### src/rtl/hilo_ctrl.sv
// HI/LO register pair and launch/commit sequencer for the iterative mult and divider.
// Launches a unit by pulsing its reset, waits its fixed latency, then commits its HI/LO.
module hilo_ctrl #(
  parameter int WIDTH       = 32,
  parameter int MULT_CYCLES = 32,
  parameter int DIV_CYCLES  = 32,
  parameter int CNT_W       = 6
) (
  input  logic             clk,
  input  logic             reset,
  input  logic             op_start,
  input  logic             op_sel,
  input  logic [WIDTH-1:0] rs_val,
  input  logic [WIDTH-1:0] rt_val,
  output logic [WIDTH-1:0] unit_a,
  output logic [WIDTH-1:0] unit_b,
  output logic             mult_rst,
  output logic             div_rst,
  input  logic [WIDTH-1:0] mult_hi,
  input  logic [WIDTH-1:0] mult_lo,
  input  logic [WIDTH-1:0] div_hi,
  input  logic [WIDTH-1:0] div_lo,
  input  logic             mthi_we,
  input  logic             mtlo_we,
  input  logic [WIDTH-1:0] wdata,
  output logic [WIDTH-1:0] hi_out,
  output logic [WIDTH-1:0] lo_out,
  output logic             busy,
  output logic             done,
  output logic             div0_exc
);

  // Handshake: op_start/mthi_we/mtlo_we are accepted only on a cycle where busy is low;
  // while busy is high the requester must hold off, anything presented is dropped.
  typedef enum logic [2:0] {
    S_IDLE   = 3'd0,
    S_LAUNCH = 3'd1,
    S_RUN    = 3'd2,
    S_COMMIT = 3'd3,
    S_EXC    = 3'd4
  } state_t;

  state_t           state;
  state_t           state_nx;
  logic [CNT_W-1:0] cnt;
  logic [CNT_W-1:0] last_cnt;
  logic             sel;
  logic             accept;

  assign accept   = (state == S_IDLE) && op_start;
  assign last_cnt = sel ? CNT_W'(DIV_CYCLES - 1) : CNT_W'(MULT_CYCLES - 1);

  always_comb begin
    state_nx = state;
    case (state)
      S_IDLE:   if (op_start) state_nx = (op_sel && (rt_val == '0)) ? S_EXC : S_LAUNCH;
      S_LAUNCH: state_nx = S_RUN;
      S_RUN:    if (cnt == last_cnt) state_nx = S_COMMIT;
      S_COMMIT: state_nx = S_IDLE;
      S_EXC:    state_nx = S_IDLE;
      default:  state_nx = S_IDLE;
    endcase
  end

  always_ff @(posedge clk or posedge reset) begin
    if (reset) state <= S_IDLE;
    else       state <= state_nx;
  end

  always_ff @(posedge clk or posedge reset) begin
    if (reset)                  cnt <= '0;
    else if (state == S_LAUNCH) cnt <= '0;
    else if (state == S_RUN)    cnt <= cnt + 1'b1;
  end

  // Operands are captured once at acceptance and held until the next accepted op.
  always_ff @(posedge clk or posedge reset) begin
    if (reset) begin
      unit_a <= '0;
      unit_b <= '0;
      sel    <= 1'b0;
    end else if (accept) begin
      unit_a <= rs_val;
      unit_b <= rt_val;
      sel    <= op_sel;
    end
  end

  // A launch in the same cycle as mthi/mtlo takes priority and the writes are lost.
  always_ff @(posedge clk or posedge reset) begin
    if (reset) begin
      hi_out <= '0;
      lo_out <= '0;
    end else if (state == S_COMMIT) begin
      hi_out <= sel ? div_hi : mult_hi;
      lo_out <= sel ? div_lo : mult_lo;
    end else if ((state == S_IDLE) && !op_start) begin
      if (mthi_we) hi_out <= wdata;
      if (mtlo_we) lo_out <= wdata;
    end
  end

  assign busy     = (state != S_IDLE);
  assign done     = (state == S_COMMIT);
  assign div0_exc = (state == S_EXC);
  // Both units are held in reset while the block itself is in reset.
  assign mult_rst = reset | ((state == S_LAUNCH) & ~sel);
  assign div_rst  = reset | ((state == S_LAUNCH) & sel);

endmodule

### config.mk
export PLATFORM = sky130hd
export DESIGN_NAME = hilo_ctrl
export DESIGN_NICKNAME = d
export VERILOG_FILES = /design/src/rtl/hilo_ctrl.sv
export SDC_FILE = /design/constraint.sdc
export NUM_CORES = 1
export LEC_CHECK = 0
export CORE_AREA = 5 5 144 146
export CTS_CLUSTER_DIAMETER = 150
export DETAILED_ROUTE_END_ITERATION = 7
export DIE_AREA = 0 0 149 151
export HOLD_SLACK_MARGIN = 0.08
export PLACE_DENSITY = 0.73
export RECOVER_POWER = 25
export SYNTH_ARGS = -nofsm -noshare
export SYNTH_HDL_FRONTEND = slang
export SYNTH_SLANG_ARGS = --single-unit
export TNS_END_PERCENT = 20
### constraint.sdc
create_clock -name clk -period 5.6 [get_ports clk]
set_clock_uncertainty 0.05 [all_clocks]
set_input_delay 0.84 -clock clk [delete_from_list [all_inputs] [get_ports clk]]
set_output_delay 0.84 -clock clk [all_outputs]
set_load 0.005 [all_outputs]
==> results of run 1 <==
registers in the layout (all words and copies together), names as in the netlist:
register and flops:
cnt 6, hi_out 32, lo_out 32, sel 1
state 3, unit_a 32, unit_b 32
kinds of logic after synthesis:
kind of cell | share of synthesized area
DFF | 0.519
adders and majority gates | 0.00188
muxes | 0.230
buffers and inverters | 0.0450
AOI/OAI and AO/OA | 0.0952
and+or+nand+nor | 0.108
critical path: cells and delay by family:
kind / cells / cell delay (ns)
AOI/OAI and AO/OA: 1 / 0.15
buffers and inverters: 3 / 1.40
final cells by class:
class	count	area [um^2]
clock buffer	18	429
clock inverter	14	123
fill	1687	8320
inverter	4	20.0
multi-input combinational	374	2900
sequential	138	3460
tap	265	332
timing repair buffer	371	3690
layer usage:
metal  track usage  wire length [um]  vias to the layer above  share of wire
met3        0.0889              2540                       23           0.12
li1              -                 -                     2738              -
met5             0                13                        -        0.00059
met2         0.313             10500                      249           0.48
met4        0.0531               357                        2          0.016
met1         0.219              8510                     2692           0.39
power by group:
part / switching, mW / total [mW] / leakage [nW] / internal, mW
Sequential: 0.327 / 1.82 / 1.66 / 1.49
Clock: 0.444 / 1.06 / 0.270 / 0.612
Combinational: 0.899 / 2.50 / 2.69 / 1.60
Total: 1.67 / 5.37 / 4.62 / 3.70
cell usage in the layout (no fill, tap or decap), types with 2 or more instances in the layout:
cell type | synthesis | routed
and3_1 | 2 | 2
nand2_1 | 131 | 131
nand4_1 | 4 | 4
mux2_2 | 26 | 26
nor3_1 | 2 | 2
a21oi_1 | 2 | 2
clkbuf_16 | 0 | 17
and2_2 | 0 | 2
clkinvlp_4 | 0 | 2
clkdlybuf4s50_1 | 0 | 361
clkinv_4 | 0 | 4
nor4_1 | 7 | 7
nor2_1 | 4 | 4
clkinv_2 | 0 | 5
o221ai_1 | 62 | 62
a211oi_1 | 3 | 3
nor2b_1 | 2 | 2
o21ai_0 | 7 | 7
mux2i_1 | 65 | 65
inv_6 | 0 | 3
buf_4 | 2 | 9
nand3_1 | 2 | 2
dfrtp_1 | 138 | 137
inv_1 | 4 | 3
or3b_2 | 2 | 2
nor3b_1 | 3 | 3
mux2_4 | 39 | 39
metrics by stage:
| step | total power [mW] | hold WS [ns] | instance area (um^2) | utilization | setup WS [ns] |
|---|---|---|---|---|---|
| final | 5.37 | 0.424 | 10900 | 0.568 | 2.29 |
| after global routing | 5.72 | 0.453 | 10900 | 0.568 | 2.14 |
| after CTS | 5.46 | 0.420 | 10900 | 0.568 | 2.36 |
| after detailed placement | 4.36 | 0.412 | 10400 | 0.540 | 2.39 |
| after global placement | 4.32 | 0.402 | 10400 | 0.540 | 2.37 |
| after floorplan | 2.99 | 0.386 | 6650 | - | 0.483 |
how the worst max path moves through the flow:
stage / start / endpoint / slack, ns / cells past startpoint
2_1_floorplan: reset / mult_rst / 0.48 / 2
3_3_place_gp: reset / mult_rst / 2.37 / 4
3_5_place_dp: reset / mult_rst / 2.39 / 4
4_1_cts: reset / mult_rst / 2.36 / 4
5_1_grt: reset / mult_rst / 2.14 / 4
6_report: reset / mult_rst / 2.29 / 4
==> qor.csv, run 1 <==
metric,value,unit
final_max_slew_viol_count,0,
wirelength,22000,um
hold_path_depth,1,
cts_setup_buffers,0,
synth_edf_count,0,
portBuffers,362,
leakage,4.62,nW
grt_pass1_wl,32800,um
grt_max_degree,67,
timing.rr.end,unit_a[29]$_DFFE_PP0P_,
min-delay-start,cnt[5]$_DFFE_PP0P_,
vias,5704,
ys_top_cells_by_area,"dfrtp_1 (52%), mux2i_1 (9.8%), mux2_4 (8.8%), o221ai_1 (8.2%), nand2_1 (7.4%)",
rsz0062_at_grt,false,
endpoint_kind,output pin,
postSynthAreaPerCell,11.8,um^2
dpl.cell_count,1152,
initial_core_util,0.345,
root_buffer,clkbuf_16,
cts_tree,built,
drc,0,
syn2layout_area_growth,64.7,%
fp.dieH,151,um
dp_hpwl,16900,um
period_minus_slack,3.31,ns
crit_type,in2out,
yosysTopAreaCell,dfrtp_1,
yosys_warnings,0,
critPathLaunchType,primary input,
h-tree-depth,4,
synth-seq-cells,138,
gr-usage-all-layers,0.188,
ff2ff_setup_slack,3.04,ns
ir_worst_vdd,0.000271,V
antenna_cells,0,
die_area,22500,um^2
r2r_start,state[0]$_DFFE_PP0P_,
worst_slew_pin_slew,0.710,ns
clk_latency,0.41,ns
antenna_found_initial,1,
drt_iter0_drc,235,
wl_per_cell,18.5,um
coreArea,19300,um^2
cts_buffer_depth,2,
path_clk_slew,0.06,ns
drive_above_1_share,0.123,
post-route-period-util,0.590,
clock_sinks,138,
crit_slowest_cell,dlygate4sd3_1,
cts_resized,0,
async_flop_share,1.00,
die_x,149,um
final_antenna_net_count,0,
routabilityCongestion,0.788,
synth_top_flop_cell,dfrtp_1,
cp.required,4.71,ns
synth_commonest_cells,"dfrtp_1 (138), nand2_1 (131), mux2i_1 (65), o221ai_1 (62), mux2_4 (39)",
syn_inst,561,
cts_inserted_buffers,17,
overflow,0,
ios,363,
grt_pass1_vias,5844,
crit_chain,"dlygate4sd3_1, inv_6, o21ai_0, clkdlybuf4s50_1",
netlist_area,6650,um^2
final_cells,1184,
yosysSeqAreaShare,0.519,
final_hold_viol_count,0,
nets,1137,
viasPerCell,4.82,
slew_headroom,0.526,
synth_top_area_frac,0.519,
row_count,51,
hold_end,cnt[5]$_DFFE_PP0P_,
hp-class,reg2reg,
crit_arrival,2.42,ns
cp_max_fo,47,
critPathMaxStageDelay,0.59,ns
hold_buffers,0,
cap_viol_max_count,0,
status,finished clean,
tns,0,ns
first_pass_iters,4,
r2r_cells,4,
powerDensity,490,nW/um^2
syn_nets,792,
synth_cell_type_count,36,
synth.most_common_cell,dfrtp_1,
setup_violations,0,
fmax,302,MHz
Note: power is estimated with default switching activity, not from simulation.
==> run 2: changes to the inputs <==
==> constraint.sdc (replaced) <==
create_clock -name clk -period 3.11 [get_ports clk]
set_clock_uncertainty 0.05 [all_clocks]
set_input_delay 0.4665 -clock clk [delete_from_list [all_inputs] [get_ports clk]]
set_output_delay 0.4665 -clock clk [all_outputs]
set_load 0.005 [all_outputs]
==> qor.csv, run 2 (synthesis gave the netlist of run 1 again) <==
metric,value,unit
final_max_slew_viol_count,0,
status,finished clean,
powerDensity,897,nW/um^2
ff2ff_setup_slack,1.13,ns
hold_buffers,0,
root_buffer,clkbuf_16,
clock_sinks,138,
rsz0062_at_grt,false,
antenna_found_initial,0,
crit_arrival,2.11,ns
ir_worst_vdd,0.000511,V
endpoint_kind,output pin,
cts_buffer_depth,2,
slew_headroom,0.515,
final_cell_mix,"clkdlybuf4s50_1 (361), dfrtp_1 (137), nand2_1 (131)",
die_x,149,um
final_antenna_net_count,0,
overflow,0,
portBuffers,362,
first_pass_iters,6,
drt_iter0_drc,222,
post-route-period-util,0.843,
final-seq-area,3460,um^2
critPathLaunch,state[1]$_DFFE_PP0P_,
h-tree-depth,4,
die_area,22500,um^2
vias,5692,
r2r_cells,4,
crit_type,reg2out,
layout_commonest_cell,clkdlybuf4s50_1,
cap_viol_max_count,0,
worst_slew_pin_slew,0.726,ns
crit_end,mult_rst,
syn2layout_area_growth,66.2,%
antenna_cells,0,
final_hold_viol_count,0,
cts_setup_buffers,0,
cp_max_fo,10,
row_count,51,
cts_inserted_buffers,17,
nets,1135,
critPathLaunchType,flip-flop,
fmax,381,MHz
initial_core_util,0.345,
grt_max_degree,139,
dp_hpwl,16700,um
wl_per_cell,18.6,um
clk_latency,0.41,ns
setup_violations,0,
cp.required,2.59,ns
finalPower,9.91,mW
period_minus_slack,2.62,ns
cts_tree,built,
routabilityCongestion,0.814,
fp.dieH,151,um
hold_ws,0.432,ns
timing.rr.end,unit_a[19]$_DFFE_PP0P_,
hp-class,reg2reg,
ios,363,
leakage,4.65,nW
grt_pass1_vias,6025,
cts_resized,0,
multi_input_area,2900,um^2
coreArea,19300,um^2
drc,0,
wirelength,21900,um
gr-usage-all-layers,0.188,
viasPerCell,4.83,
r2r_start,state[0]$_DFFE_PP0P_,
grt_pass1_wl,32700,um
path_clk_slew,0.06,ns
n_fill_cell,1676,
drive_above_1_share,0.116,
## run 2: cell count changes in the layout (fill, tap and decap cells not counted), sizes merged
cell / delta
inv: -3
clkbuf: +3
buf: -2
clkinv: -6
bufinv: +3
## run 2: area by class of cell
class                   instances  area share
well taps                     265      0.0300
clock buffers                  21      0.0408
clock inverters                 8      0.0132
flip-flops and latches        138       0.313
repair buffers                369       0.339
inverters                       4     0.00147
multi-input cells             374       0.262
## run 2: how the worst min path moves through the flow
| stage | start | end | slack (ns) | cells after the start |
|---|---|---|---|---|
| after floorplan | cnt[5]$_DFFE_PP0P_ | cnt[5]$_DFFE_PP0P_ | 0.39 | 1 |
| after global placement | cnt[5]$_DFFE_PP0P_ | cnt[5]$_DFFE_PP0P_ | 0.42 | 1 |
| after detailed placement | cnt[5]$_DFFE_PP0P_ | cnt[5]$_DFFE_PP0P_ | 0.42 | 1 |
| after CTS | cnt[5]$_DFFE_PP0P_ | cnt[5]$_DFFE_PP0P_ | 0.43 | 1 |
| after global routing | cnt[4]$_DFFE_PP0P_ | cnt[4]$_DFFE_PP0P_ | 0.47 | 1 |
| final | cnt[5]$_DFFE_PP0P_ | cnt[5]$_DFFE_PP0P_ | 0.43 | 1 |
## run 2: per-stage QoR
step           TNS (ns)   util  worst slack [ns]  instance area, um^2  instances
2_1_floorplan    -0.249      -            -0.189                 6650        561
3_3_place_gp          0  0.543             0.609                10500       1150
3_5_place_dp          0  0.543             0.663                10500       1150
4_1_cts               0  0.574             0.457                11100       1179
5_1_grt               0  0.573             0.287                11100       1179
6_report              0  0.573             0.488                11100       1179
## run 2: power by group
group / internal, mW / total (mW) / leakage, nW / switching [mW]
combinational: 2.92 / 4.58 / 2.70 / 1.66
clock: 1.35 / 2.09 / 0.289 / 0.741
sequential: 2.68 / 3.24 / 1.66 / 0.562
total: 6.95 / 9.91 / 4.65 / 2.96
## run 2: per-layer routing
layer,routed length (um),GRT usage,share of wire,vias up
met5,0,0,0,-
met4,294,0.0499,0.013,0
met3,2350,0.0793,0.11,18
met2,10800,0.325,0.49,254
met1,8450,0.215,0.39,2691
li1,-,-,-,2729
## run 2: worst max-delay path, stage by stage (launching register included)
cell and delay [ns]:
dfrtp_1 0.46, or3b_2 0.52, o21ai_0 0.16, clkdlybuf4s50_1 0.55
==> run 3: changes to the inputs <==
--- a/config.mk
+++ b/config.mk
@@ -10,7 +10,7 @@
 export DETAILED_ROUTE_END_ITERATION = 7
 export DIE_AREA = 0 0 149 151
 export HOLD_SLACK_MARGIN = 0.08
-export PLACE_DENSITY = 0.73
+export PLACE_DENSITY = 0.76
 export RECOVER_POWER = 25
 export SYNTH_ARGS = -nofsm -noshare
 export SYNTH_HDL_FRONTEND = slang
==> constraint.sdc (replaced) <==
create_clock -name clk -period 2.3 [get_ports clk]
set_clock_uncertainty 0.05 [all_clocks]
set_input_delay 0.345 -clock clk [delete_from_list [all_inputs] [get_ports clk]]
set_output_delay 0.345 -clock clk [all_outputs]
set_load 0.005 [all_outputs]
==> qor.csv, run 3 (synthesis gave the netlist of run 1 again) <==
metric,value,unit
status,finished clean,
hp-class,reg2reg,
nets,1145,
final_cells,1192,
final_hold_viol_count,0,
n_fill_cell,1637,
ir_worst_vdd,0.000757,V
grt_pass1_wl,33700,um
cts_buffer_depth,2,
die_area,22500,um^2
period_minus_slack,2.16,ns
grt_pass1_vias,6109,
crit_chain,"buf_4, nor3b_2, clkdlybuf4s50_1",
rsz0062_at_grt,false,
critPathLaunchType,flip-flop,
final_cell_mix,"clkdlybuf4s50_1 (357), dfrtp_1 (137), nand2_1 (131)",
wl_per_cell,18.7,um
hold_buffers,0,
finalPower,13.4,mW
crit_arrival,1.76,ns
crit_slowest_cell,clkdlybuf4s50_1,
clock_sinks,138,
wirelength,22200,um
ff2ff_setup_slack,0.39,ns
post-route-period-util,0.939,
initial_core_util,0.345,
cts_setup_buffers,0,
root_buffer,clkbuf_16,
critPathMaxStageDelay,0.57,ns
drc,0,
die_x,149,um
row_count,51,
antenna_cells,0,
final_antenna_net_count,0,
fmax,463,MHz
first_pass_iters,5,
timing.critical_path.buf_inv,2,
cp_top_family,buffers and inverters,
worst_slew_pin_slew,1.01,ns
grt_max_degree,74,
drive_above_1_share,0.131,
powerDensity,1200,nW/um^2
vias,5719,
endpoint_kind,output pin,
dpl.cell_count,1160,
syn2layout_area_growth,67.7,%
ios,363,
viasPerCell,4.80,
cp_max_fo,9,
portBuffers,362,
antenna_found_initial,2,
cp.required,1.90,ns
coreArea,19300,um^2
overflow,0,
layout_commonest_cell,clkdlybuf4s50_1,
routabilityCongestion,0.800,
fp.dieH,151,um
crit_type,reg2out,
dp_hpwl,17200,um
path_clk_slew,0.06,ns
cts_tree,built,
h-tree-depth,4,
drt_iter0_drc,133,
gr-usage-all-layers,0.194,
leakage,4.73,nW
cts_inserted_buffers,17,
final_max_slew_viol_count,0,
cap_viol_max_count,0,
setup_violations,0,
slew_headroom,0.329,
clk_latency,0.41,ns
-- run 3: changes by cell type in the layout (fill, tap and decap cells not counted), moves of 2 or more --
| cell | delta |
|---|---|
| buf_4 | +5 |
| clkdlybuf4s50_1 | -4 |
| inv_6 | +4 |
| dlymetal6s2s_1 | +3 |
| buf_12 | +2 |
| bufinv_16 | -2 |
| clkbuf_4 | +2 |
| clkinvlp_4 | +2 |
| nor3b_1 | -2 |
-- run 3: area by class of cell --
type	instances	area (um^2)	area share
Tap cell	265	332	0.0297
Inverter	4	16.3	0.00146
Clock buffer	19	433	0.0388
Multi-Input combinational cell	374	2920	0.262
Timing Repair Buffer	379	3850	0.346
Clock inverter	13	141	0.0127
Sequential cell	138	3460	0.310
-- run 3: worst register-to-register path, delay by kind of cell, from the launching register on --
family / cells / cell delay [ns]
mux: 1 / 0.39
simple gates: 2 / 0.54
flops: 1 / 0.38
buf+inv: 2 / 0.43
-- run 3: metal layers --
layer | GRT usage | part of all wire | up-vias
met2 | 0.329 | 0.49 | 243
met1 | 0.225 | 0.39 | 2688
met3 | 0.0835 | 0.098 | 26
met4 | 0.0563 | 0.017 | 4
met5 | 0 | 0.0012 | -
li1 | - | - | 2758
-- run 3: worst paths after layout --
| path | startpoint | end | cells past startpoint |
|---|---|---|---|
| max | state[1]$_DFFE_PP0P_ | div0_exc | 3 |
| min | cnt[5]$_DFFE_PP0P_ | cnt[5]$_DFFE_PP0P_ | 1 |
| max reg2reg | state[1]$_DFFE_PP0P_ | unit_a[19]$_DFFE_PP0P_ | 5 |
| min reg2reg | cnt[5]$_DFFE_PP0P_ | cnt[5]$_DFFE_PP0P_ | 1 |
| max in group asynchronous | reset | sel$_DFFE_PP0P_ | 3 |
| min in group asynchronous | reset | unit_a[25]$_DFFE_PP0P_ | 3 |
-- run 3: metrics by stage --
step	util	TNS [ns]	hold WS [ns]	worst slack, ns	instance area [um^2]
global placement	0.548	0	0.401	0.0158	10600
CTS	0.579	0	0.416	0.00831	11200
floorplan	-	-1.38	0.386	-0.756	6650
detailed placement	0.548	0	0.408	0.0258	10600
finish	0.579	0	0.418	0.141	11100
global route	0.579	0	0.463	0.0149	11100
-- run 3: repair_timing --
action / in CTS / in global routing
resized for setup: 5 / 4
cloned: 0 / 0
pin swaps: 0 / 0
endpoints found under the setup margin: 3 / 3
-- run 3: where the power goes --
group	total, mW	leakage (nW)	internal [mW]	switching, mW
logic	6.39	2.79	4.03	2.37
clock network	2.67	0.275	1.61	1.07
registers	4.30	1.66	3.62	0.679
total	13.4	4.73	9.26	4.11
